### src/rtl/bnn_pkg.sv
// Shared constants and types for the BNN accelerator result path.
package bnn_pkg;

    localparam int RES_W = 16;
    localparam int OUT_W = 64;

    function automatic int words(input int num_pes, input int res_w, input int out_w);
        return (num_pes * res_w) / out_w;
    endfunction

    typedef enum logic {S_IDLE, S_STREAM} stream_state_t;

endpackage

### src/rtl/result_streamer.sv
// Snapshots the per-PE popcount vector on a rising done edge and drains it as
// OUT_W-bit words on a valid/ready stream, flagging frames dropped mid-drain.
module result_streamer
    import bnn_pkg::*;
#(
    parameter int NUM_PES = 64,
    parameter int RES_W   = bnn_pkg::RES_W,
    parameter int OUT_W   = bnn_pkg::OUT_W,
    parameter int WORDS   = words(NUM_PES, RES_W, OUT_W),
    parameter int IDX_W   = $clog2(WORDS)
) (
    input  logic                     clk,
    input  logic                     reset_n,
    input  logic                     done_in,
    input  logic [NUM_PES*RES_W-1:0] results_in,
    output logic                     m_valid,
    input  logic                     m_ready,
    output logic [OUT_W-1:0]         m_data,
    output logic [IDX_W-1:0]         m_idx,
    output logic                     m_last,
    output logic                     busy,
    output logic [7:0]               frame_cnt,
    output logic                     overrun,
    input  logic                     clear_overrun
);

    localparam int TOT_W = NUM_PES * RES_W;
    localparam logic [IDX_W-1:0] LAST_IDX = IDX_W'(WORDS - 1);

    if ((TOT_W % OUT_W) != 0) begin : g_width_check
        $error("result_streamer: NUM_PES*RES_W must be a multiple of OUT_W");
    end

    stream_state_t      state;
    logic               done_q;
    logic [TOT_W-1:0]   res_buf;
    logic               edge_det;
    logic               hs;
    logic               last_hs;

    // Stream contract: a word transfers on any rising edge where m_valid and
    // m_ready are both high; once m_valid is up, m_data/m_idx/m_last hold until
    // that transfer, and m_valid is a pure function of registered state.
    assign edge_det = done_in & ~done_q;
    assign m_valid  = (state == S_STREAM);
    assign busy     = (state == S_STREAM);
    assign hs       = m_valid & m_ready;
    assign m_last   = m_valid && (m_idx == LAST_IDX);
    assign last_hs  = hs & m_last;
    assign m_data   = m_valid ? res_buf[int'(m_idx)*OUT_W +: OUT_W] : '0;

    always_ff @(posedge clk) begin
        if (!reset_n) begin
            state     <= S_IDLE;
            done_q    <= 1'b0;
            m_idx     <= '0;
            frame_cnt <= 8'd0;
            overrun   <= 1'b0;
        end else begin
            done_q <= done_in;
            case (state)
                S_IDLE: begin
                    if (edge_det) begin
                        res_buf <= results_in;
                        m_idx   <= '0;
                        state   <= S_STREAM;
                    end
                end
                S_STREAM: begin
                    if (hs) begin
                        if (m_last) begin
                            frame_cnt <= frame_cnt + 8'd1;
                            m_idx     <= '0;
                            // A done edge landing on the final handshake chains straight into the next frame.
                            if (edge_det) begin
                                res_buf <= results_in;
                            end else begin
                                state <= S_IDLE;
                            end
                        end else begin
                            m_idx <= m_idx + 1'b1;
                        end
                    end
                end
                default: state <= S_IDLE;
            endcase

            if (edge_det && (state == S_STREAM) && !last_hs) begin
                overrun <= 1'b1;
            end else if (clear_overrun) begin
                overrun <= 1'b0;
            end
        end
    end

endmodule

### config.mk
export PLATFORM = sky130hd
export DESIGN_NAME = result_streamer
export DESIGN_NICKNAME = d
export VERILOG_FILES = /design/src/rtl/bnn_pkg.sv /design/src/rtl/result_streamer.sv
export SDC_FILE = /design/constraint.sdc
export NUM_CORES = 1
export LEC_CHECK = 0
export ABC_AREA = 1
export CAP_MARGIN = 25
export CORE_AREA = 10 10 421 423
export CTS_BUF_LIST = sky130_fd_sc_hd__clkbuf_4
export CTS_CLUSTER_SIZE = 20
export DETAILED_ROUTE_END_ITERATION = 12
export DIE_AREA = 0 0 431 433
export MAX_ROUTING_LAYER = met4
export PLACE_DENSITY = 0.51
export SLEW_MARGIN = 20
export SYNTH_ARGS = -nofsm -noshare
export SYNTH_HDL_FRONTEND = slang
export SYNTH_SLANG_ARGS = --single-unit
### constraint.sdc
create_clock -name clk -period 151.2 [get_ports clk]
set_input_delay 37.8 -clock clk [delete_from_list [all_inputs] [get_ports clk]]
set_output_delay 37.8 -clock clk [all_outputs]
set_load 0.01 [all_outputs]
# Word level (Yosys, flattened, before mapping)
# Cells that the tools add are included.
word_totals:
  regBits: 1039
  input_bits: 1029
  output_inout_bits: 80
  wordCells: 41
classes:
  addsub: 2
  eq_ne: 4
  shifts: 1
  n_mux: 15
  bitwise_logic: 5
  reduce_logical: 8
ops:
  columns: ["operator", "count"]
  rows:
  - ["$mux W1024", 3]
  - ["$pmux W1024 S2", 1]
  - ["$shiftx A1024 B11 Y64", 1]
  - ["$mux W64", 1]
  - ["$mux W4", 3]
  - ["$add A8 B1 Y8 const B", 1]
  - ["$pmux W4 S2", 1]
  - ["$reduce_and A3 Y1", 2]
  - ["$mux W1", 5]
  - ["$add A4 B1 Y4 const B", 1]
  - ["$eq A4 B4 Y1 const B", 1]
  - ["$ne A2 B2 Y1 const B", 2]
  - ["$and A1 B1 Y1", 3]
  - ["$logic_and A1 B1 Y1", 3]
  - ["$ne A2 B1 Y1 const B", 1]
  - ["$not A1 Y1", 2]
  - ["$pmux W1 S2", 1]
  - ["$reduce_and A2 Y1", 1]
  - ["$reduce_bool A2 Y1", 1]
  - ["$logic_not A1 Y1", 1]

# Depth between registers and ports, before layout
# Gate-level depths: netlist of the first run.
depth:
  depth_word: 6
  depth_mapped: 9
  ltp_nobuf: 9

# Worst setup path before layout of the first run
# Ideal clock, no wire load.
synth_timing:
  path_kind: "input-to-reg"
  from: "input reset_n"
  to: "register res_buf[0] (enable)"
  setup_ns: 2.765
  arrival_ns: 87.230
  required_time_ns: 148.435
  slack_ns: 61.205
  cell_stages: 3
  n_path_buf: 1
  path_cell_list: "clkbuf_1 -> nand2_1 -> a21oi_1"
synth_via:
  elab_chain_len: 1
synth_lines:
  columns: ["element", "line", "rtl"]
  rows:
  - ["start, declared", "result_streamer.sv:13", "input logic reset_n,"]
  - ["$reduce_and A3 Y1 (no line)", null, null]
  - ["end signal, assigned", "result_streamer.sv:64", "res_buf <= results_in;"]
  - ["end signal, assigned", "result_streamer.sv:76", "res_buf <= results_in;"]
  - ["end, declared", "result_streamer.sv:36", "logic [TOT_W-1:0] res_buf;"]
# No other way between the ends.
# A chain may end at the register's enable or synchronous reset.

# Worst setup path after layout of the first run
layout_timing:
  from: "register m_idx[0]"
  to: "output m_data[37]"
layout_via:
  elab_chain_len: 2
layout_lines:
  columns: ["element", "line", "rtl"]
  rows:
  - ["start, declared", "result_streamer.sv:19", "output logic [IDX_W-1:0] m_idx,"]
  - ["start signal, assigned", "result_streamer.sv:81", "m_idx <= m_idx + 1'b1;"]
  - ["$shiftx A1024 B11 Y64", "result_streamer.sv:50", "assign m_data = m_valid ? res_buf[int'(m_idx)*OUT_W +: OUT_W] : '0;"]
  - ["$mux W64", "result_streamer.sv:50", null]
  - ["end, declared", "result_streamer.sv:18", "output logic [OUT_W-1:0] m_data,"]
# No other way between the ends.

==> impl_summary.log, run 1 <==
[metrics] critical-path maximum fanout: 123
[metrics] worst vdd rail ir drop: 0.00894 mV
[metrics] Worst Skew: 0.129 ns
[metrics] first-pass GRT wire length: 267000 um
[metrics] die footprint: 187000 um^2
[metrics] fraction of final layout cells with drive strength greater than 1: 0.0930
[metrics] nature of the critical path endpoint: output pin
[metrics] Post-synth top flop: sky130_fd_sc_hd__edfxtp_1
[metrics] launch instance of the worst register-to-register path: m_idx[0]
[metrics] vias: 35147
[metrics] row count: 151
[metrics] Final Cell Area: 60800 um^2
[metrics] multiplexer share of the synthesized area: 0
[metrics] share of flip-flops with an asynchronous set or reset after synthesis: 0
[metrics] number of placed cells counting well taps: 7237
[metrics] final wirelength: 201000 um
[metrics] fraction of power consumed by sequential logic: 0.497
[metrics] net switching fraction of the power: 0.252
[metrics] worst-case register-to-register setup slack: 144.95 ns
[metrics] Critical Path Start Type: flop
[metrics] Achievable Freq: 22.8 MHz
[metrics] result of the run: finished clean
[metrics] switching component of the power: 0.169 mW
[metrics] deepest level of the CTS H-tree: 5
[metrics] Starting Density: 0.259
[metrics] Post-Synthesis Cell Area: 43700 um^2
[metrics] top library cells by usage in the layout, fill and taps aside: sky130_fd_sc_hd__nand2_1 (1559), sky130_fd_sc_hd__clkdlybuf4s50_1 (1108), sky130_fd_sc_hd__edfxtp_1 (1024)
[metrics] Synth Area in Simple Gates: 0.210
[metrics] least setup slack across all paths after layout: 107.26 ns
[metrics] wire per inst: 25.6 um
[metrics] power density over the cells: 11.0 nW/um^2
[metrics] worst hold margin: 0.472 ns
[metrics] critical path arrival: 6.14 ns
[metrics] final number of max-transition violations: 0
[metrics] Cells on Worst Hold Path: 2
[metrics] total overflow reported by the global router: 0
[metrics] number of antenna violations at the first check in global routing: 90
[metrics] number of failing hold endpoints at the final stage: 0
[metrics] type of the tightest min-delay check: flop to flop
[metrics] dpl cell area: 56900 um^2
[metrics] main combinational cell family by area after synthesis: simple AND/OR/NAND/NOR gates
[metrics] total negative setup slack: 0 ns
[metrics] Chip Width: 431 um
[metrics] final critical delay including setup and external delays: 43.94 ns
[metrics] Worst EP required: 113.40 ns
[metrics] largest net degree at the start of global routing: 191
[metrics] Mapped Nets: 5127
[metrics] worst min-delay path startpoint: frame_cnt[5]
[metrics] total leakage power: 24.4 nW
[metrics] share of the cycle needed by the critical path after routing: 0.291
[metrics] synthesis warning total: 0
[metrics] gate count after technology mapping: 4096
[metrics] unrepaired setup endpoints after global routing: false
[metrics] clock tree from TritonCTS: yes
[metrics] total routing usage reported by global routing: 0.211
[metrics] total CTS buffers: 318
[metrics] number of top-level pins: 1109
[metrics] Area growth syn-to-layout: 39.3%
[metrics] core footprint: 169000 um^2
[metrics] post-synthesis cell type with the largest combined area: sky130_fd_sc_hd__edfxtp_1
[metrics] root buf cell: sky130_fd_sc_hd__clkbuf_4
[metrics] total of max-cap violations: 0
[metrics] endpoint of the lowest-slack register-to-register path: res_buf[233]
[metrics] Total Nets Final: 6373
[metrics] clock network power share: 0.396
[metrics] compound-cell area share of the yosys netlist: 0.00957
[metrics] Clk Latency, worst-skew pair: 1.40 ns
[metrics] post-layout util: 0.361
[metrics] start-to-end type of the worst setup path: flop to output pin
[metrics] quantity of gates resized following cts: 0
[metrics] Die Span Y: 433 um
[metrics] worst-case reg-to-reg path depth: 10
[metrics] first-pass iteration count of the detailed router: 7
[metrics] post-synthesis xor/xnor area fraction: 0
[metrics] number of global-route vias before repair: 34257
[metrics] largest cells by area after synthesis: sky130_fd_sc_hd__edfxtp_1 (70%), sky130_fd_sc_hd__nand2_1 (13%), sky130_fd_sc_hd__nand3_1 (7.4%)
[metrics] fraction of the yosys area taken by sequential cells: 0.711
[metrics] weighted congestion at the end of routability-driven global placement: 0.928
[metrics] DRC violations left: 0
[metrics] cell-internal power: 0.501 mW
[metrics] most common cell after layout, fill and taps aside: sky130_fd_sc_hd__nand2_1
[metrics] per-instance average area after synthesis: 10.7 um^2
[metrics] count of final setup violators: 0
[metrics] half-perimeter wire length after detailed placement: 144000 um
[metrics] count of placed standard cells in the final layout, fillers left out: 7827
[metrics] number of routed nets with antenna violations: 0
[metrics] worst-case hold path end point: frame_cnt[5]
[metrics] Clk pin slew, worst setup/hold paths: 0.07 ns
[metrics] number of enable-type register cells in the synthesized netlist: 1024
[metrics] Final Total Pwr: 0.670 mW
[metrics] headroom to the max-slew limit: 0.180
[metrics] per-cell via count in the routed design: 4.49
[metrics] count of distinct cell types in the synthesized netlist: 21
[metrics] synthesized-area fraction occupied by adder cells: 0.000573
[metrics] # port buffers: 1108
[metrics] number of clock sinks seen by CTS: 1039
[metrics] Post-Place Setup Slack: 108.48 ns
[metrics] Worst Tran Pin Value: 1.23 ns
[metrics] Gate power share: 0.107
[metrics] Post CTS Setup Buffer Count: 0
[metrics] Post-CTS Hold Fix Bufs: 0
[metrics] Synth Register Bits: 1039
[metrics] DR iter-0 viols: 3953
[metrics] top cell type's share of synthesized area: 0.704
[metrics] Clock Tree Buf Depth: 4
synth_stat cells (all sizes together), types with 2 or more instances:
master and count:
o21ai 5, nor3 3, inv 533, nand2 1559, dfxtp 15, ha 2, nor2 8, edfxtp 1024
buf 147, a21oi 74, nand3 647, clkbuf 74
power groups by stage:
stage | registers, mW | clock network, mW | logic [mW]
after global placement | 0.339 | 0 | 0.0711
after floorplan | 0.363 | 0 | 0.0264
after detailed placement | 0.339 | 0 | 0.0713
final | 0.333 | 0.265 | 0.0716
after CTS | 0.333 | 0.274 | 0.0717
after global routing | 0.333 | 0.290 | 0.0774
routing by layer:
layer  vias up  global-route usage  share of wire
met3       442              0.0540          0.076
met2      1736               0.323           0.48
li1      16193                   -              -
met4         0               0.111          0.046
met1     16776               0.255           0.40
met5         -                   -              0
worst max-delay path, cell delays in order (launching register included):
cell	delay [ns]
sky130_fd_sc_hd__dfxtp_4	0.54
sky130_fd_sc_hd__inv_8	0.69
sky130_fd_sc_hd__buf_4	0.75
sky130_fd_sc_hd__buf_4	0.83
sky130_fd_sc_hd__nand2_1	0.10
sky130_fd_sc_hd__nand2_1	0.09
sky130_fd_sc_hd__nand2_1	0.05
sky130_fd_sc_hd__nand3_1	0.11
sky130_fd_sc_hd__nand3_1	0.45
sky130_fd_sc_hd__a21oi_1	0.32
sky130_fd_sc_hd__clkdlybuf4s50_1	0.57
registers in the layout, indices dropped and copies added, names as in the netlist:
register,cells
busy,1
done_q,1
frame_cnt,8
m_idx,4
overrun,1
res_buf,1024
worst max-delay path by stage:
stage | startpoint | endpoint | slack, ns | cells after the start
floorplan | reset_n | res_buf[0] | 61.21 | 3
global placement | reset_n | res_buf[547] | 108.58 | 7
detailed placement | reset_n | res_buf[611] | 108.48 | 7
CTS | m_idx[0] | m_data[37] | 107.19 | 10
global route | m_idx[0] | m_data[37] | 106.90 | 10
finish | m_idx[0] | m_data[37] | 107.26 | 10
cell families after synthesis:
kind of cell               Yosys count
adders and majority gates            2
DFF                               1039
and+or+nand+nor                   2219
AOI/OAI and AO/OA                   82
buffers and inverters              754
cell type report:
type / instances / area, um^2
multi-input combinational: 2303 / 9610
tap: 2218 / 2780
antenna: 80 / 200
inverter: 533 / 2020
clock buffer: 447 / 3360
sequential: 1039 / 31100
clock inverter: 60 / 295
timing repair buffer: 1147 / 11500
fill: 17124 / 108000
Note: power is estimated with default switching activity, not from simulation.
==> inputs of run 2 (changes only) <==
Settings changed: PLACE_DENSITY 0.51 to 0.52.
Clock period 151.2 ns to 39.4 ns, I/O delays scaled along.
==> run 2 against run 1 <==
- final cell count increased by 0.42%
- count of clock-buffer cells in the layout down 4
- critical path depth stayed put
- first-iteration DRC count down 17%
- wire length down 2.0%
- clock power grew to 3.9 times the previous value
- sequential power increased to 3.8 times the previous value
- sequential share of layout area shrank 0.10 points
- critical endpoint unchanged
- largest power group unchanged
- highest routed layer unchanged
==> impl_summary.log, run 2 (synthesis gave the netlist of run 1 again) <==
[metrics] DRC violations left: 0
[metrics] largest registers: res_buf (1024), frame_cnt (8), m_idx (4)
[metrics] Worst EP required: 29.55 ns
[metrics] clock network power share: 0.399
[metrics] Crit-path slowest cell: sky130_fd_sc_hd__dfxtp_4
[metrics] worst vdd rail ir drop: 0.0311 mV
[metrics] most common cell after layout, fill and taps aside: sky130_fd_sc_hd__nand2_1
[metrics] root buf cell: sky130_fd_sc_hd__clkbuf_4
[metrics] Gate power share: 0.105
[metrics] die footprint: 187000 um^2
[metrics] Worst Skew: 0.125 ns
[metrics] final wirelength: 197000 um
[metrics] final number of max-transition violations: 0
[metrics] Worst Tran Pin Value: 1.04 ns
[metrics] number of global-route vias before repair: 34182
[metrics] Clock Tree Buf Depth: 4
[metrics] row count: 151
[metrics] Die Span Y: 433 um
[metrics] CP most frequent cell: sky130_fd_sc_hd__nand2_1
[metrics] final critical delay including setup and external delays: 16.12 ns
[metrics] first-pass GRT wire length: 262000 um
[metrics] dpl cell area: 56900 um^2
[metrics] number of top-level pins: 1109
[metrics] Area growth syn-to-layout: 39.6%
[metrics] per-cell via count in the routed design: 4.46
[metrics] switching component of the power: 0.640 mW
[metrics] total of max-cap violations: 0
[metrics] Final Total Pwr: 2.57 mW
[metrics] delay of the slowest cell on the worst path: 0.80 ns
[metrics] cell-internal power: 1.93 mW
[metrics] net switching fraction of the power: 0.249
[metrics] Filler Cell Count: 17042
[metrics] deepest level of the CTS H-tree: 5
[metrics] Post CTS Setup Buffer Count: 0
[metrics] Starting Density: 0.259
[metrics] Chip Width: 431 um
[metrics] type of the tightest min-delay check: flop to flop
[metrics] count of final setup violators: 0
[metrics] half-perimeter wire length after detailed placement: 143000 um
[metrics] wire per inst: 25.0 um
[metrics] nature of the critical path endpoint: output pin
[metrics] least setup slack across all paths after layout: 23.28 ns
[metrics] Top reg by flops: res_buf
[metrics] top library cells by usage in the layout, fill and taps aside: sky130_fd_sc_hd__nand2_1 (1559), sky130_fd_sc_hd__clkdlybuf4s50_1 (1108), sky130_fd_sc_hd__edfxtp_1 (1024)
[metrics] post-layout util: 0.361
[metrics] number of routed nets with antenna violations: 0
[metrics] Final Cell Area: 61000 um^2
[metrics] share of the cycle needed by the critical path after routing: 0.409
[metrics] worst hold margin: 0.466 ns
[metrics] clock tree from TritonCTS: yes
[metrics] Critical Path Start Type: flop
[metrics] quantity of gates resized following cts: 0
[metrics] total overflow reported by the global router: 0
[metrics] largest net degree at the start of global routing: 171
[metrics] count of buffering cells on the critical path with inverters included: 4
[metrics] count of placed standard cells in the final layout, fillers left out: 7860
[metrics] ordered cell list for the critical path: buf_4 > buf_12 > buf_4 > nand2_1 > nand2_1 > nand2_1 > nand3_1 > nand3_1 > a21oi_1 > clkdlybuf4s50_1
[metrics] critical path arrival: 6.27 ns
[metrics] number of clock sinks seen by CTS: 1039
[metrics] number of antenna violations at the first check in global routing: 98
[metrics] Clk pin slew, worst setup/hold paths: 0.06 ns
[metrics] power density over the cells: 42.2 nW/um^2
[metrics] core footprint: 169000 um^2
[metrics] Post-CTS Hold Fix Bufs: 0
[metrics] worst-case reg-to-reg path depth: 12
[metrics] unrepaired setup endpoints after global routing: false
[metrics] DR iter-0 viols: 3269
[metrics] result of the run: finished clean
[metrics] Post-Place Setup Slack: 23.55 ns
[metrics] # port buffers: 1108
[metrics] weighted congestion at the end of routability-driven global placement: 0.930
[metrics] total leakage power: 24.4 nW
[metrics] number of failing hold endpoints at the final stage: 0
[metrics] fraction of final layout cells with drive strength greater than 1: 0.0927
[metrics] Total Nets Final: 6376
[metrics] dominant delay contributor by cell family on the critical path: buffers and inverters
[metrics] fraction of power consumed by sequential logic: 0.496
[metrics] Clk Latency, worst-skew pair: 1.38 ns
[metrics] start-to-end type of the worst setup path: flop to output pin
[metrics] critical-path maximum fanout: 113
[metrics] Achievable Freq: 62.0 MHz
[metrics] total routing usage reported by global routing: 0.206
[metrics] vias: 35019
[metrics] total CTS buffers: 314
[metrics] WP depth: 10
[metrics] number of placed cells counting well taps: 7245
[metrics] total negative setup slack: 0 ns
[metrics] Cells on Worst Hold Path: 2
[metrics] max reg flops: 1024
[metrics] headroom to the max-slew limit: 0.305
[metrics] first-pass iteration count of the detailed router: 5
[run 2: changes by cell type in the layout (fill, tap and decap cells not counted), moves of 2 or more]
cell,previous run,this run
sky130_fd_sc_hd__bufinv_16,2,4
sky130_fd_sc_hd__diode_2,80,100
sky130_fd_sc_hd__inv_2,4,1
sky130_fd_sc_hd__clkbuf_4,447,443
sky130_fd_sc_hd__clkinv_1,43,56
sky130_fd_sc_hd__buf_4,31,40
[run 2: final timing paths]
| check | from | to | slack (ns) |
|---|---|---|---|
| setup / recovery | m_idx[0] | m_data[37] | 23.28 |
| hold / removal | frame_cnt[5] | frame_cnt[5] | 0.47 |
| setup reg to reg | m_idx[0] | res_buf[116] | 32.35 |
| hold reg to reg | frame_cnt[5] | frame_cnt[5] | 0.47 |
[run 2: power by group through the flow]
stage | logic, mW | registers (mW) | clock network [mW]
3_3_place_gp | 0.269 | 1.30 | 0
4_1_cts | 0.272 | 1.28 | 1.06
3_5_place_dp | 0.271 | 1.30 | 0
2_1_floorplan | 0.101 | 1.32 | 0
5_1_grt | 0.293 | 1.28 | 1.12
6_report | 0.271 | 1.28 | 1.03
[run 2: layer usage]
metal  vias up  global-route usage  part of all wire
met3       374              0.0531             0.078
li1      16265                   -                 -
met4         0               0.103             0.039
met1     16721               0.251              0.40
met2      1659               0.318              0.48
met5         -                   -                 0
[run 2: final cells by class]
class                           count  area [um^2]  share of cell area
Multi-Input combinational cell   2303         9610               0.158
Clock inverter                     70          379             0.00622
Antenna cell                      100          250             0.00411
Inverter                          533         2020              0.0332
Sequential cell                  1039        31100               0.510
Clock buffer                      443         3330              0.0546
Tap cell                         2218         2780              0.0455
Timing Repair Buffer             1154        11500               0.189
[run 2: worst reg2reg max path, stage by stage (launching register included)]
cell,delay [ns]
sky130_fd_sc_hd__dfxtp_4,0.80
sky130_fd_sc_hd__buf_4,0.74
sky130_fd_sc_hd__ha_1,0.39
sky130_fd_sc_hd__nand3_1,0.15
sky130_fd_sc_hd__inv_1,0.14
sky130_fd_sc_hd__nand2_1,0.11
sky130_fd_sc_hd__a21oi_4,0.15
sky130_fd_sc_hd__buf_4,0.75
sky130_fd_sc_hd__buf_4,0.73
sky130_fd_sc_hd__buf_4,0.87
sky130_fd_sc_hd__buf_4,0.93
sky130_fd_sc_hd__buf_4,0.52
sky130_fd_sc_hd__buf_16,0.34
==> edit: new RTL, config.mk and constraints of run 2 <==
Set the parameter `NUM_PES` to 32 (it was 64).
--- a/src/rtl/result_streamer.sv
+++ b/src/rtl/result_streamer.sv
@@ -3,7 +3,7 @@
 module result_streamer
     import bnn_pkg::*;
 #(
-    parameter int NUM_PES = 64,
+    parameter int NUM_PES = 32,
     parameter int RES_W   = bnn_pkg::RES_W,
     parameter int OUT_W   = bnn_pkg::OUT_W,
     parameter int WORDS   = words(NUM_PES, RES_W, OUT_W),
Ports: changed (resized m_idx and results_in); port bits go from 1109 to 596. The function was not compared with the original's and may differ.
==> edit against run 2 <==
- register-to-register slack improved by 0.80 ns
- sequential cell count decreased by 513
- area after synthesis decreased by 47%
- synthesized cell count decreased by 44%
- global-route usage decreased by 11 points
- final area decreased by 45%
- total power decreased by 49%
- setup slack improved by 1.6 ns
- wire length decreased by 55%
- largest power group unchanged
- critical path depth decreased by 1
- combinational power decreased by 49%
- critical endpoint is now m_data[43]
==> edit: results (changes against run 2) <==
| Metric | Value |
|---|---|
| DRT iter0 DRCs | 1,017 (was 3,269) |
| Compound-Gate Fraction of Synth Area | 0.003408 (was 0.009571) |
| Adder-cell share of the synthesized area | 0.001623 (was 0.0005731) |
| Routability cong. | 0.8065 (was 0.9301) |
| PortBufs | 595 (was 1,108) |
| Syn nets | 2,829 (was 5,127) |
| Placed cells | 5,034 (was 7,245) |
| VDD IR max | 25.94 uV (was 31.06 uV) |
| Post-layout min period | 14.57 ns (was 16.12 ns) |
| Seq/Total Area, Yosys | 0.6769 (was 0.7111) |
| Largest net degree at the start of global routing | 151 (was 171) |
| Main area contributors after synthesis | edfxtp_1 (66%), nand2_1 (11%), inv_1 (8.6%) (was edfxtp_1 (70%), nand2_1 (13%), nand3_1 (7.4%)) |
| Vias per cell | 3.299 (was 4.455) |
| Vias in the first global route | 17,941 (was 34,182) |
| Synth cell types | 18 (was 21) |
| Post-Synthesis Cells | 2,309 (was 4,096) |
| Critical Path Max Stage Delay | 0.63 ns (was 0.80 ns) |
| Clk buf depth | 3 (was 4) |
| Crit path max-delay cell type | clkdlybuf4s50_1 (was dfxtp_4) |
| Run status | finished clean (unchanged) |
| Buffer count from post-CTS setup fixing | 0 (unchanged) |
| Crit Path Max Fanout | 150 (was 113) |
| P_leak | 13.64 nW (was 24.39 nW) |
| CTS Buf Count | 152 (was 314) |
| Total global-route track usage | 0.09435 (was 0.2062) |
| Fillers | 18,591 (was 17,042) |
| Initial antenna violation count | 21 (was 98) |
| Xor and xnor area share after synthesis | 0 (unchanged) |
| Placed cell areas | 0.03135 mm^2 (was 0.05694 mm^2) |
| FF-to-FF setup slack | 33.15 ns (was 32.35 ns) |
| Post-synth EDFFs | 512 (was 1,024) |
| Top flop regs | res_buf (512), frame_cnt (8), m_idx (3) (was res_buf (1024), frame_cnt (8), m_idx (4)) |
| Layout cell share with drive strength beyond 1 | 0.08711 (was 0.09275) |
| H-tree depth | 4 (was 5) |
| Hpwl dp | 62,420 um (was 143,100 um) |
| Nets | 3,491 (was 6,376) |
| Arrival time worst endpoint | 4.72 ns (was 6.27 ns) |
| Dpl ws | 24.71 ns (was 23.55 ns) |
| Hold slack | 0.4774 ns (was 0.4655 ns) |
| Global-route wire length before repair | 123,600 um (was 261,800 um) |
| WL/cell | 16.55 um (was 25.03 um) |
## edit: logic make-up (layout without fill, tap and decap cells)
logic type / Yosys count / in the layout
AO/OA/AOI/OAI: 15 / 15
buffers and inverters: 638 / 1417
flip-flops: 526 / 526
AND/OR/NAND/NOR: 1127 / 1127
other: 0 / 25
adder cells (fa/ha/maj): 3 / 3
## edit: layout make-up
type	count	area share
Antenna cell	25	0.001872
Sequential cell	526	0.4689
Clock inverter	51	0.009585
Inverter	529	0.05995
Multi-Input combinational cell	1145	0.1430
Timing Repair Buffer	617	0.1841
Clock buffer	220	0.04943
Tap cell	2218	0.08305
## edit: path summary, 6_finish.rpt
kind	start	depth (start not counted)	to
hold / removal	overrun$_SDFFE_PN0P_	2	overrun$_SDFFE_PN0P_
setup reg to reg	m_idx[1]$_SDFFE_PN0P_	12	res_buf[175]$_DFFE_PP_
setup / recovery	m_idx[0]$_SDFFE_PN0P_	9	m_data[43]
hold reg to reg	overrun$_SDFFE_PN0P_	2	overrun$_SDFFE_PN0P_
## edit: worst register-to-register path: stages, from the launching register on
cell and delay (ns):
dfxtp_4 0.53, buf_4 0.52, buf_4 0.60, ha_1 0.31, ha_1 0.21, inv_1 0.09, o21ai_0 0.30, inv_1 0.12
nor2_4 0.09, buf_4 0.51, buf_4 0.78, buf_4 0.83, buf_4 0.83
## edit: power by group
group	internal (mW)	total [mW]	switching [mW]
logic	0.0704	0.138	0.0681
registers	0.638	0.645	0.00666
clock network	0.278	0.530	0.253
total	0.986	1.31	0.327
## edit: routing by layer
metal / part of all wire / GRT usage
met1: 0.35 / 0.08973
met2: 0.58 / 0.1802
met3: 0.050 / 0.02603
met4: 0.024 / 0.03409
met5: 0 / -
